$ cat config.mk
export PLATFORM = sky130hd
export DESIGN_NAME = cipher_engine_flat
export DESIGN_NICKNAME = d
export VERILOG_FILES = /design/src/rtl/cipher_pkg.sv /design/src/rtl/cipher_if.sv /design/src/rtl/cipher_fifo.sv /design/src/rtl/cipher_engine.sv /design/src/flat_wrapper.sv
export SDC_FILE = /design/constraint.sdc
export NUM_CORES = 1
export LEC_CHECK = 0
export CORE_MARGIN = 2
export CORE_UTILIZATION = 55
export DETAILED_ROUTE_END_ITERATION = 7
export MAX_ROUTING_LAYER = met4
export PLACE_DENSITY = 0.75
export SETUP_SLACK_MARGIN = 0.05
export SYNTH_ARGS = -nofsm -noshare
export SYNTH_HDL_FRONTEND = slang
export SYNTH_SLANG_ARGS = --single-unit
$ cat constraint.sdc
create_clock -name clk -period 6.55 [get_ports clk]
set_clock_uncertainty 0.15 [all_clocks]
set_input_delay 0.9825 -clock clk [delete_from_list [all_inputs] [get_ports clk]]
set_output_delay 0.9825 -clock clk [all_outputs]
set_load 0.01 [all_outputs]
$ cat src/rtl/cipher_pkg.sv
// Shared definitions for the cipher engine: FSM state encoding, cipher mode
// encoding and the letter-rotation helpers used by Caesar and Vigenere modes.
package cipher_pkg;

  typedef enum logic [1:0] {
    StIdle = 2'd0,
    StKey  = 2'd1,
    StRun  = 2'd2
  } state_e;

  typedef enum logic [1:0] {
    ModeBypass   = 2'd0,
    ModeCaesar   = 2'd1,
    ModeVigenere = 2'd2,
    ModeXor      = 2'd3
  } mode_e;

  function automatic logic is_upper(logic [7:0] c);
    return (c >= 8'h41) && (c <= 8'h5A);
  endfunction

  function automatic logic is_lower(logic [7:0] c);
    return (c >= 8'h61) && (c <= 8'h7A);
  endfunction

  function automatic logic is_letter(logic [7:0] c);
    return is_upper(c) || is_lower(c);
  endfunction

  // Letter keys map 'a'/'A' to 0; anything else is taken mod 26.
  function automatic logic [4:0] key_shift(logic [7:0] k);
    logic [7:0] s;
    if (is_upper(k)) begin
      s = k - 8'h41;
    end else if (is_lower(k)) begin
      s = k - 8'h61;
    end else begin
      s = k % 8'd26;
    end
    return s[4:0];
  endfunction

  // Rotate a letter by s within its case; non-letters pass unchanged.
  function automatic logic [7:0] rotate_char(logic [7:0] c, logic [4:0] s, logic dec);
    logic [7:0] base;
    logic [7:0] off;
    logic [5:0] r;
    if (!is_letter(c)) begin
      return c;
    end
    base = is_upper(c) ? 8'h41 : 8'h61;
    off  = c - base;
    // off and s are both < 26, so one conditional subtract completes the mod.
    if (dec) begin
      r = off[5:0] + 6'd26 - {1'b0, s};
    end else begin
      r = off[5:0] + {1'b0, s};
    end
    if (r >= 6'd26) begin
      r = r - 6'd26;
    end
    return base + {2'b00, r};
  endfunction

endpackage

$ cat src/rtl/cipher_if.sv
// Character stream interface: input side (in_valid/in_ready/in_char) and
// output side (out_valid/out_ready/out_char).
// master: the environment feeding characters and consuming results.
// slave : the cipher engine.
interface cipher_if #(
  parameter int unsigned DATA_W = 8
);
  logic              in_valid;
  logic              in_ready;
  logic [DATA_W-1:0] in_char;
  logic              out_valid;
  logic              out_ready;
  logic [DATA_W-1:0] out_char;

  modport master (
    output in_valid, in_char, out_ready,
    input  in_ready, out_valid, out_char
  );

  modport slave (
    input  in_valid, in_char, out_ready,
    output in_ready, out_valid, out_char
  );
endinterface

$ cat src/rtl/cipher_fifo.sv
// Output FIFO for the cipher engine.
// Ports: clk, reset (sync, active-high), flush (empties in the same cycle),
// push/wdata (caller guarantees no push when full), pop (ignored when empty),
// rdata/valid (head of queue, zero when empty), count (occupancy).
module cipher_fifo #(
  parameter int unsigned DATA_W    = 8,
  parameter int unsigned OUT_DEPTH = 8
) (
  input  logic                             clk,
  input  logic                             reset,
  input  logic                             flush,
  input  logic                             push,
  input  logic [DATA_W-1:0]                wdata,
  input  logic                             pop,
  output logic [DATA_W-1:0]                rdata,
  output logic                             valid,
  output logic [$clog2(OUT_DEPTH+1)-1:0]   count
);
  localparam int unsigned AW = $clog2(OUT_DEPTH);
  localparam int unsigned CW = $clog2(OUT_DEPTH + 1);

  logic [DATA_W-1:0] mem_q [OUT_DEPTH];
  logic [AW-1:0]     wr_q, rd_q;
  logic [CW-1:0]     count_q;
  logic              do_pop;

  assign valid  = (count_q != '0);
  assign do_pop = pop && valid;
  assign count  = count_q;
  // Gate the head so stale storage is never visible while empty.
  assign rdata  = valid ? mem_q[rd_q] : '0;

  always_ff @(posedge clk) begin
    if (push) begin
      mem_q[wr_q] <= wdata;
    end
  end

  always_ff @(posedge clk) begin
    if (reset || flush) begin
      wr_q    <= '0;
      rd_q    <= '0;
      count_q <= '0;
    end else begin
      if (push) begin
        wr_q <= wr_q + AW'(1);
      end
      if (do_pop) begin
        rd_q <= rd_q + AW'(1);
      end
      case ({push, do_pop})
        2'b10:   count_q <= count_q + CW'(1);
        2'b01:   count_q <= count_q - CW'(1);
        default: ;
      endcase
    end
  end

endmodule

$ cat src/rtl/cipher_engine.sv
// Streaming character cipher: bypass, Caesar, Vigenere and XOR modes.
// Ports: clk, reset (sync, active-high); mode/decrypt latched on RUN entry;
// key_start/key_done/abort control pulses; bus (character in/out handshakes);
// state (0 IDLE, 1 KEY, 2 RUN), key_len, fifo_count status outputs.
module cipher_engine
  import cipher_pkg::*;
#(
  parameter int unsigned DATA_W    = 8,
  parameter int unsigned KEY_DEPTH = 16,
  parameter int unsigned OUT_DEPTH = 8
) (
  input  logic                             clk,
  input  logic                             reset,
  input  logic [1:0]                       mode,
  input  logic                             decrypt,
  input  logic                             key_start,
  input  logic                             key_done,
  input  logic                             abort,
  cipher_if.slave                          bus,
  output logic [1:0]                       state,
  output logic [$clog2(KEY_DEPTH+1)-1:0]   key_len,
  output logic [$clog2(OUT_DEPTH+1)-1:0]   fifo_count
);
  localparam int unsigned KLW = $clog2(KEY_DEPTH + 1);
  localparam int unsigned KIW = $clog2(KEY_DEPTH);
  localparam int unsigned FCW = $clog2(OUT_DEPTH + 1);
  localparam logic [KLW-1:0] KeyFull  = KLW'(KEY_DEPTH);
  localparam logic [FCW-1:0] FifoFull = FCW'(OUT_DEPTH);

  state_e            state_q;
  logic [7:0]        key_q [KEY_DEPTH];
  logic [KLW-1:0]    key_len_q;
  logic [KIW-1:0]    kidx_q;
  mode_e             mode_q;
  logic              dec_q;

  logic              in_fire, push, enter_run, advance;
  logic [7:0]        lo, kchar;
  logic [DATA_W-1:0] xform;

  assign lo        = bus.in_char[7:0];
  assign kchar     = key_q[kidx_q];
  assign in_fire   = bus.in_valid && bus.in_ready;
  assign push      = in_fire && (state_q == StRun) && !abort;
  // Both IDLE and KEY enter RUN on key_done when a key is stored.
  assign enter_run = !abort && key_done && (key_len_q != '0) &&
                     ((state_q == StIdle) || (state_q == StKey));

  assign state   = state_q;
  assign key_len = key_len_q;

  always_comb begin
    case (state_q)
      StKey:   bus.in_ready = (key_len_q < KeyFull);
      StRun:   bus.in_ready = (fifo_count < FifoFull);
      default: bus.in_ready = 1'b0;
    endcase
  end

  always_comb begin
    xform   = bus.in_char;
    advance = 1'b0;
    case (mode_q)
      ModeCaesar: xform[7:0] = rotate_char(lo, key_shift(key_q[0]), dec_q);
      ModeVigenere: begin
        xform[7:0] = rotate_char(lo, key_shift(kchar), dec_q);
        advance    = is_letter(lo);
      end
      ModeXor: begin
        xform[7:0] = lo ^ kchar;
        advance    = 1'b1;
      end
      default: ;
    endcase
  end

  always_ff @(posedge clk) begin
    if (reset) begin
      state_q   <= StIdle;
      key_len_q <= '0;
      kidx_q    <= '0;
      mode_q    <= ModeBypass;
      dec_q     <= 1'b0;
    end else if (abort) begin
      state_q <= StIdle;
    end else if (enter_run) begin
      state_q <= StRun;
      mode_q  <= mode_e'(mode);
      dec_q   <= decrypt;
      kidx_q  <= '0;
    end else begin
      case (state_q)
        StIdle: begin
          if (key_start) begin
            state_q   <= StKey;
            key_len_q <= '0;
          end
        end
        StKey: begin
          // key_done here means an empty key; a character in that cycle is dropped.
          if (key_done) begin
            state_q <= StIdle;
          end else if (in_fire) begin
            key_q[key_len_q[KIW-1:0]] <= lo;
            key_len_q                 <= key_len_q + KLW'(1);
          end
        end
        StRun: begin
          if (in_fire && advance) begin
            if (KLW'(kidx_q) + KLW'(1) >= key_len_q) begin
              kidx_q <= '0;
            end else begin
              kidx_q <= kidx_q + KIW'(1);
            end
          end
        end
        default: state_q <= StIdle;
      endcase
    end
  end

  cipher_fifo #(
    .DATA_W    (DATA_W),
    .OUT_DEPTH (OUT_DEPTH)
  ) u_fifo (
    .clk   (clk),
    .reset (reset),
    .flush (abort),
    .push  (push),
    .wdata (xform),
    .pop   (bus.out_ready),
    .rdata (bus.out_char),
    .valid (bus.out_valid),
    .count (fifo_count)
  );

endmodule
$ cat src/flat_wrapper.sv
// flat-port wrapper written by rule: the top's interface ports become plain ports
module cipher_engine_flat import cipher_pkg::*;
#(
  parameter int unsigned DATA_W    = 8,
  parameter int unsigned KEY_DEPTH = 16,
  parameter int unsigned OUT_DEPTH = 8
)
  (clk, reset, mode, decrypt, key_start, key_done, abort, state, key_len, fifo_count, bus_in_valid, bus_in_char, bus_out_ready, bus_in_ready, bus_out_valid, bus_out_char);
  cipher_if #(.DATA_W(DATA_W)) bus_i ();
  input  logic clk;
  input  logic reset;
  input  logic [1:0] mode;
  input  logic decrypt;
  input  logic key_start;
  input  logic key_done;
  input  logic abort;
  output logic [1:0] state;
  output logic [$clog2(KEY_DEPTH+1)-1:0] key_len;
  output logic [$clog2(OUT_DEPTH+1)-1:0] fifo_count;
  input wire logic [$bits(bus_i.in_valid)-1:0] bus_in_valid;
  input wire logic [$bits(bus_i.in_char)-1:0] bus_in_char;
  input wire logic [$bits(bus_i.out_ready)-1:0] bus_out_ready;
  output wire logic [$bits(bus_i.in_ready)-1:0] bus_in_ready;
  output wire logic [$bits(bus_i.out_valid)-1:0] bus_out_valid;
  output wire logic [$bits(bus_i.out_char)-1:0] bus_out_char;
  assign bus_i.in_valid = bus_in_valid;
  assign bus_i.in_char = bus_in_char;
  assign bus_i.out_ready = bus_out_ready;
  assign bus_in_ready = bus_i.in_ready;
  assign bus_out_valid = bus_i.out_valid;
  assign bus_out_char = bus_i.out_char;
  cipher_engine #(.DATA_W(DATA_W), .KEY_DEPTH(KEY_DEPTH), .OUT_DEPTH(OUT_DEPTH)) u_core (.clk(clk), .reset(reset), .mode(mode), .decrypt(decrypt), .key_start(key_start), .key_done(key_done), .abort(abort), .bus(bus_i), .state(state), .key_len(key_len), .fifo_count(fifo_count));
endmodule
**After elaboration in Yosys (flattened, before gate mapping)**

Memory sizes are Yosys's and may differ from the RTL's. A register that Yosys moved wholly into a read port is not among the register bits.
Index checks and enable logic that the tools add are counted.
W data, S select, Z words.

- Muxes and demuxes: 55
- Bitwise logic cells: 4
- Divide/modulo/power cells: 2
- Order comparisons: 17
- Reductions and logical operators: 32
- $add $sub $neg: 21
- Equal/unequal tests: 14

Operators by type and width:

| kind | count |
|---|---|
| $mux W6 | 13 |
| $ge A8 B7 Y1 const B | 6 |
| $le A8 B7 Y1 const B | 6 |
| $mux W5 | 9 |
| $mux W8 | 4 |
| $mux W4 | 6 |
| $pmux W8 S3 | 1 |
| $sub A5 B1 Y5 const B | 4 |
| $add A8 B6 Y8 | 2 |
| $mod A8 B5 Y8 const B | 2 |
| $logic_and A1 B1 Y1 | 14 |
| $add A6 B5 Y6 | 2 |
| $ge A6 B5 Y1 const B | 2 |
| $mux W1 | 12 |
| $sub A6 B5 Y6 | 2 |
| $sub A6 B5 Y6 const B | 2 |
| $pmux W5 S2 | 1 |
| $reduce_and A3 Y1 | 3 |
| $add A4 B1 Y4 const B | 2 |
| $eq A2 B2 Y1 const B | 4 |
| $pmux W4 S2 | 1 |
| $reduce_bool A2 Y1 | 4 |
| $xor A8 B8 Y8 | 1 |
| $add A3 B1 Y3 const B | 2 |
| 26 further kinds | 40 |

- Memories: 2
- Bits in registers: 24
- Input port bits: 18
- Logic and storage cells: 156
- Output and inout port bits: 21
- RAM bits: 192

Memory list:

| memory | words | width | rd ports | clocked after Yosys merged registers in | write ports | line | source |
|---|---|---|---|---|---|---|---|
| u_core.key_q | 16 | 8 | 2 | 1 | 1 | cipher_engine.sv:31 | `logic [7:0] key_q [KEY_DEPTH];` |
| u_core.u_fifo.mem_q | 8 | 8 | 1 | 1 | 1 | cipher_fifo.sv:22 | `logic [DATA_W-1:0] mem_q [OUT_DEPTH];` |

**Logic depth before layout (Yosys ltp)**

Gate-level depths: netlist of run 1.
An unclocked memory read counts as a cell.

- Depth in word-level cells: 17
- Mapped depth: 34
- Gate-level depth less buffers: 31

**Cells and area by module**

A second synthesis of run 1 with hierarchy kept.

- Cells, all modules: 1108
- Area, all modules: 13000.0 µm²

By module, submodules not included:

| module | cells each | times used | area an instance (µm²) | seq. area each (µm²) |
|---|---|---|---|---|
| cipher_engine | 932 | 1 | 9902.0 | 4204.0 |
| cipher_fifo | 176 | 1 | 3098.0 | 2182.1 |

**Worst setup path before layout of run 1**

OpenSTA, ideal clock, no wires.

- Path type: register to register
- Start point: register with a tool-made name
- End point: memory u_core.u_fifo.mem_q[0][2], data pin
- Library setup time: 0.307 ns
- Setup slack: -0.163 ns
- Buffers on the path: 3
- Stages on the path, launching flop included: 28
- Clock period less this slack: 6.713 ns
- Data required time: 6.093 ns
- Data arrival time: 6.256 ns
- Path through: dfxtp_1 > buf_6 > buf_12 > buf_12 > mux4_2 > a22o_1 > a221oi_2 > ha_1 > a32oi_1 > o2bb2ai_1 > nor4_1 > a22oi_1 > and2_1 > a21oi_1 > xnor2_1 > mux2i_1 > inv_1 > ha_1 > o41ai_1 > nor2_1 > and3_4 > o31ai_4 > o21ai_0 > nand2_1 > o31ai_1 > ha_1 > nor3b_4 > o41ai_1

RTL lines:

| what | line |
|---|---|
| end: declaration | cipher_fifo.sv:22 |

==> metrics.txt, run 1 <==
worst-skew pair later-pin latency=510 ps; number of routed nets with antenna violations=0; CTS tree=yes; multi-input logic area=6659 sq um; initial antenna violation count=0; vias in the first global route=9305; routed via count=9536; fraction of layout cells with a size suffix above 1=0.2708; r2r setup slk=150 ps; final setup vio count=0; crit path launch type=flop; largest net degree at the start of global routing=33; GRT overflow=0; IO Count=39; CP Max Fanout=10; Initial DRT Pass Iterations=5; most frequent cell after synthesis=edfxtp_1; clock root buffer=clkbuf_16; DIE AREA=24610 sq um; syn avg cell area=11.71 sq um; YS warnings=0; first-pass GRT wire length=49890 um; pre-CTS WS=-291.5 ps; DRT iter0 DRCs=965; number of synthesized flops with an enable pin=192; ys async rst share=0; Hold WC Path Type=reg2reg; worst setup margin=154.2 ps; Post-synth top cells=edfxtp_1, nor2_1, nand2_1; CP Capture Type=flop; Diodes inserted=0; Die Ht=156.9 um; Yosys reg bits=223; H-tree depth=1; CTS Buffer Depth=3; slew margin rel.=0.2698; Reg clk slew, reported paths=60 ps; DRC viols=0; fin nets=1316; leakage=5.484 nW; final cell count without fillers=1565; final design utilization=0.6912; top-area cell type share of the netlist area=0.4486; fin crit period=6396 ps; Min Hold Slack=350.0 ps; CP arrival=6550 ps; status=completed; IO Port Bufs=38; GPL Wtd Cong=0.9648; drt wl/cell=20.98 um; Via-to-Cell Ratio=6.093; Worst-Margin Slew=1086 ps; Seq/Total Area, Yosys=0.4969; slowest CP cell=mux4_2; power per cell area=200.5 nW/um^2; Largest stage delay, worst path=480 ps; Post-Route Setup TNS=0 ps; total placed cells including tap cells=1482; RSZ-0062 raised after global routing=yes; core box area=22780 sq um; CTS Sinks=223; Synth Flop Type=edfxtp_1; Post-DP HPWL=22010 um; FF/Latch Area=6390 sq um; Worst VDD drop=0.2547 mV; row count=55; initial core utilization=0.5642; final-report max-slew violation count=0; fill count=1527; Synth area leaders=edfxtp_1, mux4_2, ha_1; Syn Inst Count=1097; DRT Wirelength=32840 um; Die Width=156.9 um; GR Util All Layers=0.2676; Hold-fix buffers, CTS=0; CTS Buf Count=23; achievable frequency=156.4 MHz; Worst Path Required=6710 ps; Tcrit/Tclk final=0.9765; post-synthesis cell type count=92; syn nets=1178; Post-Synthesis Cell Area=12850 sq um; Yosys top cell by area=edfxtp_1; type of the worst setup path=reg2reg; endpoints failing hold=0; Max Cap Viol=0; Area growth syn-to-layout=22.51%
-- routing by layer --
metal / vias to the layer above / global-route usage / wire [um]
li1: 4419 / - / -
met1: 4698 / 0.3549 / 13520
met2: 346 / 0.4413 / 16750
met3: 73 / 0.02769 / 1662
met4: 0 / 0.07733 / 908
met5: - / - / 0
-- state kept, by name, summed over array words and instances (netlist names), named ones only --
signal and cells:
u_core.key_q 128, u_core.u_fifo.mem_q 64, u_core.key_len 5, u_core.kidx_q 4, u_core.u_fifo.count 4, u_core.u_fifo.rd_q 3, u_core.u_fifo.wr_q 3, u_core.mode_q 2
u_core.state 2, u_core.dec_q 1
-- path summary, 6_finish.rpt --
path,startpoint,end,cells after the start
max reg2reg,flop,u_core.u_fifo.mem_q[0][4]$_DFFE_PP_,29
max,flop,u_core.u_fifo.mem_q[0][4]$_DFFE_PP_,29
min,u_core.kidx_q[1]$_SDFFE_PP0P_,flop,2
min reg2reg,u_core.kidx_q[1]$_SDFFE_PP0P_,flop,2
-- kinds of logic after synthesis --
logic type | count (synthesis) | share of synthesized area
XOR/XNOR | 61 | 0.04157
AND/OR/NAND/NOR | 346 | 0.1335
multiplexers | 80 | 0.1104
adder cells (fa/ha/maj) | 63 | 0.06309
buffers and inverters | 100 | 0.03534
AO/OA/AOI/OAI | 224 | 0.1192
flip-flops | 223 | 0.4969
-- layout make-up --
cell class,count,area share
Multi-Input combinational cell,774,0.4230
Timing Repair Buffer,167,0.09211
Sequential cell,223,0.4059
Inverter,46,0.01097
Clock inverter,14,0.004848
Clock buffer,28,0.03839
Tap cell,313,0.02487
-- metrics by stage --
| step | power (mW) | cell area (sq um) |
|---|---|---|
| 2_1_floorplan | 1.819 | 12870 |
| 3_3_place_gp | 1.936 | 14070 |
| 3_5_place_dp | 1.940 | 14070 |
| 4_1_cts | 3.118 | 14960 |
| 5_1_grt | 3.260 | 15740 |
| 6_report | 3.156 | 15740 |
-- worst max-delay path, delay by kind of cell (launching register included) --
kind / cells / cell delay [ps]
compound gates: 10 / 1840
xor+xnor: 1 / 80
fa+ha+maj: 2 / 520
buf+inv: 5 / 760
flops: 1 / 410
mux: 3 / 840
simple gates: 8 / 1550
-- report_power, final --
part           internal (mW)  leakage (nW)  switching (mW)  total, mW
sequential              1.54          1.98        0.000555       1.54
clock                  0.658         0.330           0.521       1.18
combinational          0.191          3.18           0.244      0.434
-- placed cells by master, fill, tap and decap left out, types with 5 or more instances in the layout --
cell type / synthesis / final
nand2b_1: 16 / 15
nor2b_1: 11 / 11
clkinv_1: 1 / 7
buf_6: 3 / 5
and3_1: 7 / 5
o22ai_1: 6 / 6
o21ai_1: 5 / 6
clkdlybuf4s50_1: 0 / 38
a21oi_2: 2 / 11
o21ai_0: 43 / 37
nand2_2: 2 / 12
ha_1: 60 / 50
xnor2_1: 38 / 36
edfxtp_1: 192 / 192
o21a_1: 5 / 5
nor3_1: 27 / 25
or3_1: 7 / 5
buf_12: 2 / 5
and4_4: 2 / 5
a21oi_1: 71 / 59
a31oi_1: 8 / 6
nor2_1: 114 / 112
buf_4: 3 / 118
xor2_1: 23 / 23
nor4_1: 11 / 7
mux2i_1: 27 / 27
mux4_2: 48 / 48
inv_1: 45 / 41
o21ai_2: 2 / 7
ha_4: 0 / 8
nand2_1: 94 / 81
nand3_1: 18 / 18
dfxtp_1: 31 / 30
a21o_1: 13 / 13
clkbuf_16: 0 / 23
-- what timing repair did --
item,in CTS,in global routing
cloned,1,0
hold endpoints to repair,0,0
endpoints found under the setup margin,48,56
buffers inserted,10,30
pin swaps,11,50
resized for setup,32,101
No activity file was read; power rests on OpenSTA's default activity.
==> run 2: changes to the inputs <==
Settings changed: GPL_TIMING_DRIVEN set to 0.
==> metrics.txt, run 2 (synthesis gave the netlist of run 1 again) <==
IO Count=39 (unchanged); switching part of the total=0.2443 (+0.001747); Max Cap Viol=0 (unchanged); first-pass GRT wire length=49720 um (-0.34%); GRT overflow=0 (unchanged); leakage=5.456 nW (-0.50%); Reg power frac=0.472 (-0.017); failing checks=setup timing; Largest stage delay, worst path=490 ps (about the same); largest net degree at the start of global routing=24 (-27%); max reg flops=128 (unchanged); Worst VDD drop=0.2325 mV (-8.7%); Worst-Margin Slew=1389 ps (+302.3 ps); Reg clk slew, reported paths=60 ps (about the same); DRT iter0 DRCs=972 (+0.73%); achievable frequency=146.9 MHz (-6.0%); Via-to-Cell Ratio=6.239 (+2.4%); Crit path depth=34 (+17%); Hold WC Path Type=reg2reg; Tcrit/Tclk final=1.039 (+0.06271); worst-skew pair later-pin latency=520 ps (about the same); P_int=2.472 mW (+3.4%); fin nets=1315 (-0.076%); Clock power frac=0.389 (+0.015); core box area=22780 sq um (unchanged); initial core utilization=0.5642 (unchanged); H-tree depth=1 (unchanged); drt wl/cell=21.38 um (+1.9%); commonest non-fill, non-tap cells in the layout=edfxtp_1, nor2_1, nand2_1; vias in the first global route=9150 (-1.7%); status=finished with violations; row count=55 (unchanged); Diodes inserted=0 (unchanged); commonest non-fill, non-tap cell in the layout=edfxtp_1; final-report max-slew violation count=0 (unchanged); CTS tree=yes; r2r setup slk=-260 ps (-410 ps); RSZ-0062 raised after global routing=yes; Top cell by count, worst path=ha_4; Die Ht=156.9 um (unchanged); Initial DRT Pass Iterations=5 (unchanged); routed via count=9751 (+2.3%); crit-path leading delay family=compound AO/OA/AOI/OAI gates; final setup vio count=48 (+48); crit path launch type=flop; type of the worst setup path=reg2reg; Post-DP HPWL=20770 um (-5.6%); Hold-fix buffers, CTS=0 (unchanged); DRT Wirelength=33420 um (+1.8%); slowest CP cell=mux4_2; slew margin rel.=0.06720 (-0.2026); CTS Sinks=223 (unchanged); final design utilization=0.6975 (+0.006317); CP Capture Type=flop; DIE AREA=24610 sq um (unchanged); IO Port Bufs=37 (-2.6%); CTS Buffer Depth=3 (unchanged); reg2reg path depth=34 (+17%); endpoints failing hold=0 (unchanged); Critical Path End=u_core.u_fifo.mem_q[1][4]$_DFFE_PP_; CP Max Fanout=8 (-2); clock root buffer=clkbuf_16; worst setup margin=-256.6 ps (-410.8 ps); DRC viols=0 (unchanged); start point of the worst hold path=u_core.u_fifo.wr_q[0]$_SDFFE_PP0P_; Area growth syn-to-layout=23.63%; Logic pwr share=0.140 (+0.002); Buf+Inv Stages, Crit Path=5 (unchanged); Die Width=156.9 um (unchanged); Min Hold Slack=350.8 ps (+0.7550 ps); fraction of layout cells with a size suffix above 1=0.2656 (-0.005167); GR Util All Layers=0.2674 (about the same); number of routed nets with antenna violations=0 (unchanged); Psw=0.7992 mW (+4.4%); CP arrival=6970 ps (+420 ps); GPL Wtd Cong=0.8916 (-7.6%); power per cell area=205.9 nW/um^2 (+2.7%); fin crit period=6807 ps (+410.8 ps); CTS Buf Count=23 (unchanged); Reg-to-Reg End=u_core.u_fifo.mem_q[1][4]$_DFFE_PP_; Worst Path Required=6710 ps (about the same); initial antenna violation count=0 (unchanged)
run 2: worst min-delay path: stages, from the launching register on:
cell and delay, ps:
dfxtp_1 340, nand2_1 60, a21oi_1 50
run 2: how the worst min path moves through the flow:
stage	depth (start not counted)	end	slack, ps
finish	2	u_core.u_fifo.wr_q[0]$_SDFFE_PP0P_	350
detailed placement	2	u_core.u_fifo.wr_q[0]$_SDFFE_PP0P_	340
global placement	2	u_core.u_fifo.wr_q[0]$_SDFFE_PP0P_	330
global route	2	flop	380
CTS	2	u_core.u_fifo.wr_q[0]$_SDFFE_PP0P_	350
floorplan	2	u_core.u_fifo.wr_q[0]$_SDFFE_PP0P_	310
run 2: timing repair:
action / 4_1_cts / 5_1_grt
resized for setup: 110 / 72
buffers inserted: 31 / 40
endpoints found under the hold margin: 0 / 0
gates cloned: 3 / 0
endpoints found under the setup margin: 56 / 56
pin swaps: 34 / 43
run 2: per-layer routing:
layer	up-vias	routed length (um)	track usage
met1	4801	13560	0.3512
met2	456	16860	0.4419
met5	-	0	-
met3	91	1939	0.02825
met4	0	1067	0.08301
li1	4403	-	-
run 2: power groups by stage:
stage          sequential, mW  combinational (mW)  clock [mW]
6_report                 1.54               0.457        1.27
5_1_grt                  1.54               0.488        1.33
4_1_cts                  1.54               0.394        1.27
3_5_place_dp             1.57               0.332           0
3_3_place_gp             1.57               0.325           0
2_1_floorplan            1.57               0.246           0
run 2: metrics by stage:
stage / worst slack [ps] / instances / total power, mW / setup TNS, ps / instance area, sq um
4_1_cts: -32.75 / 1523 / 3.211 / -243.9 / 15230
3_5_place_dp: -1282 / 1449 / 1.906 / -60550 / 13650
6_report: -256.6 / 1563 / 3.271 / -6064 / 15890
5_1_grt: -468.3 / 1563 / 3.358 / -16080 / 15890
3_3_place_gp: -1175 / 1447 / 1.898 / -54810 / 13630
2_1_floorplan: 61.80 / 1097 / 1.819 / 0 / 12870
run 2: layout make-up:
cell class                 instances  area (sq um)
fill                            1491          6890
multi-input combinational        774          6759
sequential                       223          6389
timing repair buffer             113          1107
clock buffer                      27         600.6
tap                              313         391.6
buffer                            53         339.1
inverter                          46         175.2
clock inverter                    14         126.4
